<file path="src/rtl/sub16_seq_pkg.sv">
// sub16_seq_pkg: shared state encoding and sizing constants for the sequential subtractor.
//   state_e   : IDLE / CALC / DONE controller states
//   WIDTH_DEF : default operand width
//   SLICE_DEF : default bits processed per clock
//   NSLICE    : slices per operation at the defaults
//   CNT_W     : slice index width at the defaults
package sub16_seq_pkg;
   typedef enum logic [1:0] {
      IDLE = 2'd0,
      CALC = 2'd1,
      DONE = 2'd2
   } state_e;
   localparam int WIDTH_DEF = 16;
   localparam int SLICE_DEF = 4;
   localparam int NSLICE    = WIDTH_DEF / SLICE_DEF;
   localparam int CNT_W     = (NSLICE > 1) ? $clog2(NSLICE) : 1;
   function automatic int cnt_width(input int n);
      return (n > 1) ? $clog2(n) : 1;
   endfunction
endpackage

</file>
<file path="src/rtl/sub16_seq_sub_slice4.sv">
// sub_slice4: combinational 4-bit carry-lookahead adder slice.
//   x  : first addend (minuend slice)
//   y  : second addend (already-inverted subtrahend slice)
//   ci : carry in (inverted borrow)
//   s  : 4-bit sum
//   co : carry out (inverted borrow out)
module sub_slice4 (
   input  logic [3:0] x,
   input  logic [3:0] y,
   input  logic       ci,
   output logic [3:0] s,
   output logic       co
);
   logic [3:0] g, p;
   logic [3:1] c;
   assign g = x & y;
   assign p = x ^ y;
   assign c[1] = g[0] | (p[0] & ci);
   assign c[2] = g[1] | (p[1] & g[0]) | (p[1] & p[0] & ci);
   assign c[3] = g[2] | (p[2] & g[1]) | (p[2] & p[1] & g[0]) | (p[2] & p[1] & p[0] & ci);
   assign co   = g[3] | (p[3] & g[2]) | (p[3] & p[2] & g[1]) | (p[3] & p[2] & p[1] & g[0])
               | (&p & ci);
   assign s    = p ^ {c, ci};
endmodule

</file>
<file path="src/rtl/sub16_seq.sv">
// sub16_seq: multi-cycle subtractor d = a - b - bin, one SLICE-bit slice per clock, LSB first.
//   clk, rst_n      : clock, asynchronous active-low reset
//   start           : request; accepted only in IDLE
//   a, b, bin       : operands, latched on the accept edge
//   busy            : high whenever not IDLE
//   done            : one-cycle pulse, results valid while high
//   d, bout, ovf, zero : difference, borrow out, signed overflow, zero flag
module sub16_seq
   import sub16_seq_pkg::*;
#(
   parameter int WIDTH = WIDTH_DEF,
   parameter int SLICE = SLICE_DEF
) (
   input  logic             clk,
   input  logic             rst_n,
   input  logic             start,
   input  logic [WIDTH-1:0] a,
   input  logic [WIDTH-1:0] b,
   input  logic             bin,
   output logic             busy,
   output logic             done,
   output logic [WIDTH-1:0] d,
   output logic             bout,
   output logic             ovf,
   output logic             zero
);
   localparam int NS = WIDTH / SLICE;
   localparam int CW = cnt_width(NS);
   state_e           state_q, state_d;
   logic [WIDTH-1:0] a_q, b_q, d_q, d_new;
   logic [CW-1:0]    idx_q;
   logic             carry_q, bout_q, ovf_q, zero_q;
   logic [SLICE-1:0] xs, ys_n, s;
   logic             co, last;
   // One lookahead slice is shared across all slice positions; the index picks the operands.
   assign xs   = a_q[idx_q*SLICE +: SLICE];
   assign ys_n = ~b_q[idx_q*SLICE +: SLICE];
   assign last = idx_q == CW'(NS - 1);
   sub_slice4 u_slice (
      .x  (xs),
      .y  (ys_n),
      .ci (carry_q),
      .s  (s),
      .co (co)
   );
   always_comb begin
      d_new = d_q;
      d_new[idx_q*SLICE +: SLICE] = s;
   end
   always_ff @(posedge clk or negedge rst_n) begin
      if (!rst_n) state_q <= IDLE;
      else        state_q <= state_d;
   end
   always_comb begin
      state_d = (state_q == IDLE) ? (start ? CALC : IDLE)
              : (state_q == CALC) ? (last ? DONE : CALC)
              : IDLE;
   end
   always_comb begin
      busy = state_q != IDLE;
      done = state_q == DONE;
   end
   always_ff @(posedge clk or negedge rst_n) begin
      if (!rst_n) begin
         a_q     <= '0;
         b_q     <= '0;
         d_q     <= '0;
         idx_q   <= '0;
         carry_q <= 1'b0;
         bout_q  <= 1'b0;
         ovf_q   <= 1'b0;
         zero_q  <= 1'b0;
      end else if (state_q == IDLE && start) begin
         a_q     <= a;
         b_q     <= b;
         carry_q <= ~bin;
         idx_q   <= '0;
      end else if (state_q == CALC) begin
         d_q     <= d_new;
         carry_q <= co;
         idx_q   <= idx_q + 1'b1;
         if (last) begin
            // Carry out of an adder fed with ~b is the inverse of the borrow.
            bout_q <= ~co;
            ovf_q  <= (a_q[WIDTH-1] != b_q[WIDTH-1]) && (d_new[WIDTH-1] != a_q[WIDTH-1]);
            zero_q <= d_new == '0;
         end
      end
   end
   assign d    = d_q;
   assign bout = bout_q;
   assign ovf  = ovf_q;
   assign zero = zero_q;
endmodule
</file>
<file path="config.mk">
export PLATFORM = sky130hd
export DESIGN_NAME = sub16_seq
export DESIGN_NICKNAME = d
export VERILOG_FILES = /design/src/rtl/sub16_seq_pkg.sv /design/src/rtl/sub16_seq_sub_slice4.sv /design/src/rtl/sub16_seq.sv
export SDC_FILE = /design/constraint.sdc
export NUM_CORES = 1
export LEC_CHECK = 0
export CORE_MARGIN = 5
export CORE_UTILIZATION = 45
export CTS_BUF_LIST = sky130_fd_sc_hd__clkbuf_4
export DETAILED_ROUTE_END_ITERATION = 7
export PLACE_DENSITY = 0.8
export SETUP_SLACK_MARGIN = 0.4
export SLEW_MARGIN = 20
export SYNTH_ARGS = -nofsm -noshare
export SYNTH_HDL_FRONTEND = slang
export SYNTH_SLANG_ARGS = --single-unit
</file>
<file path="constraint.sdc">
create_clock -name clk -period 7.1 [get_ports clk]
set_input_delay 1.42 -clock clk [delete_from_list [all_inputs] [get_ports clk]]
set_output_delay 1.42 -clock clk [all_outputs]
set_load 0.1 [all_outputs]
</file>
==> impl_metrics.py <==
metrics = {
    "outcome": {
        "status": "complete, no violations",
    },
    "detailed_routing": {
        "vias": 2126,
        "first_pass_iters": 4,
        "remaining_drc_errors": 0,
        "viasPerCell": 5.148,
        "wirelength_um": 5898,
        "routedWlPerCell_um": 14.28,
        "drt_iter0_markers": 72,
        "ant_nets": 0,
    },
    "global_routing": {
        "grt_max_degree": 57,
        "antenna_found_initial": 0,
        "grt_pass1_vias": 2075,
        "grt_pass1_wl_um": 9791,
        "gr-total-overflow": 0,
        "grt_usage_pct": 15.97,
    },
    "final_layout": {
        "fill_cells": 540,
        "num-nets-final": 384,
        "finalCoreUtilization_pct": 57.92,
        "syn_to_final_growth_pct": 24.02,
        "drive_above_1_share_pct": 8.284,
        "num_antenna_cells": 0,
    },
    "worst_setup_path": {
        "worstPathArrival_ns": 2.08,
        "critPathLaunchType": "register",
        "reg2reg_slack_ns": 3.92,
        "path_max_fanout": 4,
        "required_ns": 5.68,
        "endpoint_kind": "output pin",
        "worstSetupPathType": "reg2out",
    },
    "synthesis": {
        "synth-edff-count": 0,
        "synth_top_area_cell": "dfrtp_1",
        "synth_area_leaders": "dfrtp_1 50%, nand2_1 16%, mux4_2 6.5%",
        "synth-warning-count": 0,
        "synth_top_area_share_pct": 50.38,
        "synth_cell_type_count": 43,
        "syn_inst": 286,
        "avgSynthCellArea_um2": 9.725,
        "ys_ff_latch": 56,
        "synthesis.area_mm2": 0.002781,
        "synthFlopType": "dfrtp_1",
        "synthesis.nets": 333,
        "async_flop_share_pct": 100.0,
        "ys_seq_area_share_pct": 50.38,
    },
    "place": {
        "io_buffer_count": 56,
        "place_hpwl_um": 4417,
        "gp_congestion": 0.8767,
    },
    "floorplanning": {
        "coreArea_mm2": 0.005956,
        "die_h_um": 88.62,
        "placementRows": 28,
        "start_util_pct": 46.70,
        "die-area_mm2": 0.007854,
        "dieWidth_um": 88.62,
        "ioPinCount": 57,
    },
    "timing": {
        "finalHoldViolCount": 0,
        "finalCritPeriodShare_pct": 49.23,
        "rsz0062_at_grt": "false",
        "setup_viol": 0,
        "finalSetupTns_ns": 0,
        "fin_worst_skew_ns": 0.01091,
        "period_needed_ns": 3.495,
        "max_slew_margin_pct": 34.16,
        "tightest_slew_ns": 0.9845,
        "fmax_mhz": 286.1,
        "slew_viol_final": 0,
    },
    "cts": {
        "post_cts_buffers": 0,
        "cts_root_buf": "clkbuf_4",
        "cts_tree": "done",
        "cts-buffers-inserted": 5,
        "cts_hold_buffers": 0,
        "clockBufferDepth": 2,
        "clock_latency_ns": 0.37,
        "clk_pin_slew_worst_paths_ns": 0.15,
        "cts_resized": 0,
        "htreeDepth": 2,
        "cts_sinks": 56,
    },
    "min_path": {
        "hold_path_class": "reg2reg",
    },
    "flow_run": {
        "drv_cap": 0,
    },
}
## per-layer routing
metal / vias up / track usage (%) / routed length, um
li1: 1052 / - / -
met1: 1010 / 21.08 / 2650
met2: 57 / 27.40 / 2867
met3: 7 / 3.445 / 333
met4: 0 / 2.885 / 47
met5: - / 0 / 0
## synth_stat cells (2+ instances only)
master / instances
nand3_1: 2
nor3_1: 4
xor2_2: 2
nand2b_1: 4
dfrtp_1: 56
o221ai_1: 2
o21ai_0: 9
a32o_1: 3
ha_1: 10
nor2_1: 5
inv_1: 11
mux4_2: 8
mux2i_1: 2
and2b_2: 2
a21oi_1: 7
nand2_1: 117
o31a_1: 2
clkbuf_1: 10
o31ai_1: 3
a22o_1: 4
## through the flow
step / setup WS (ns) / hold slack, ns / cells / instance area, um^2
after CTS: 3.612 / 0.4944 / 413 / 3446
after detailed placement: 3.934 / 0.4614 / 405 / 3371
final: 3.605 / 0.4926 / 413 / 3450
after global routing: 3.485 / 0.5195 / 413 / 3450
after global placement: 3.972 / 0.4543 / 405 / 3371
after floorplan: 3.952 / 0.4403 / 286 / 2781
## critical path, cell delays in order (launching register included)
cell and delay [ns]:
dfrtp_1 0.43, nor2_1 0.24, inv_1 0.07, clkdlybuf4s50_1 0.97
## final cells by class
class                      count  area [um^2]  share of cell area [%]
inverter                      11        41.29                   1.197
clock inverter                 3        37.54                   1.088
clock buffer                   5        37.54                   1.088
timing repair buffer          57        563.0                   16.32
multi-input combinational    206         1275                   36.96
sequential                    56         1401                   40.62
tap                           75        93.84                   2.720
## registers in the layout, indices dropped and copies added, names as in the netlist
signal	flops
a_q	16
b_q	16
bout	1
carry_q	1
d	16
idx_q	2
ovf	1
state_q	2
zero	1
## worst paths after layout
path	start	endpoint	cells after the start
worst max-delay path	state_q[0]	busy	3
worst min-delay path	b_q[12]	b_q[12]	2
worst max register to register	idx_q[0]	zero	7
worst min register to register	b_q[12]	b_q[12]	2
max in group asynchronous	rst_n	b_q[12]	2
min in group asynchronous	rst_n	d[4]	2
## cells in the final DEF (no fill, tap or decap), types with 2 or more instances in the layout
cell type / synthesis / layout
mux4_2: 8 / 8
inv_1: 11 / 11
ha_1: 10 / 10
nand2_1: 117 / 116
xor2_2: 2 / 2
clkdlybuf4s50_1: 0 / 55
nor2_1: 5 / 5
o21ai_0: 9 / 9
and2b_2: 2 / 2
a21oi_1: 7 / 7
o221ai_1: 2 / 2
nor3_1: 4 / 4
nand2b_1: 4 / 4
clkbuf_4: 0 / 5
a32o_1: 3 / 3
a22o_1: 4 / 4
clkinv_1: 0 / 2
dfrtp_1: 56 / 56
o31ai_1: 3 / 3
nand2_2: 1 / 2
o31a_1: 2 / 2
mux2i_1: 2 / 2
nand3_1: 2 / 2
## cell families after synthesis
group	count (synthesis)	synth area share, %
AO/OA/AOI/OAI	36	8.997
buffers and inverters	24	3.913
adder cells (fa/ha/maj)	11	5.218
XOR/XNOR	3	1.484
flip-flops	56	50.38
multiplexers	11	7.602
AND/OR/NAND/NOR	145	22.40
Power is left out: the tool's default activity adds up to more than one toggle a clock period on the data nets, which glitch-free logic cannot reach.
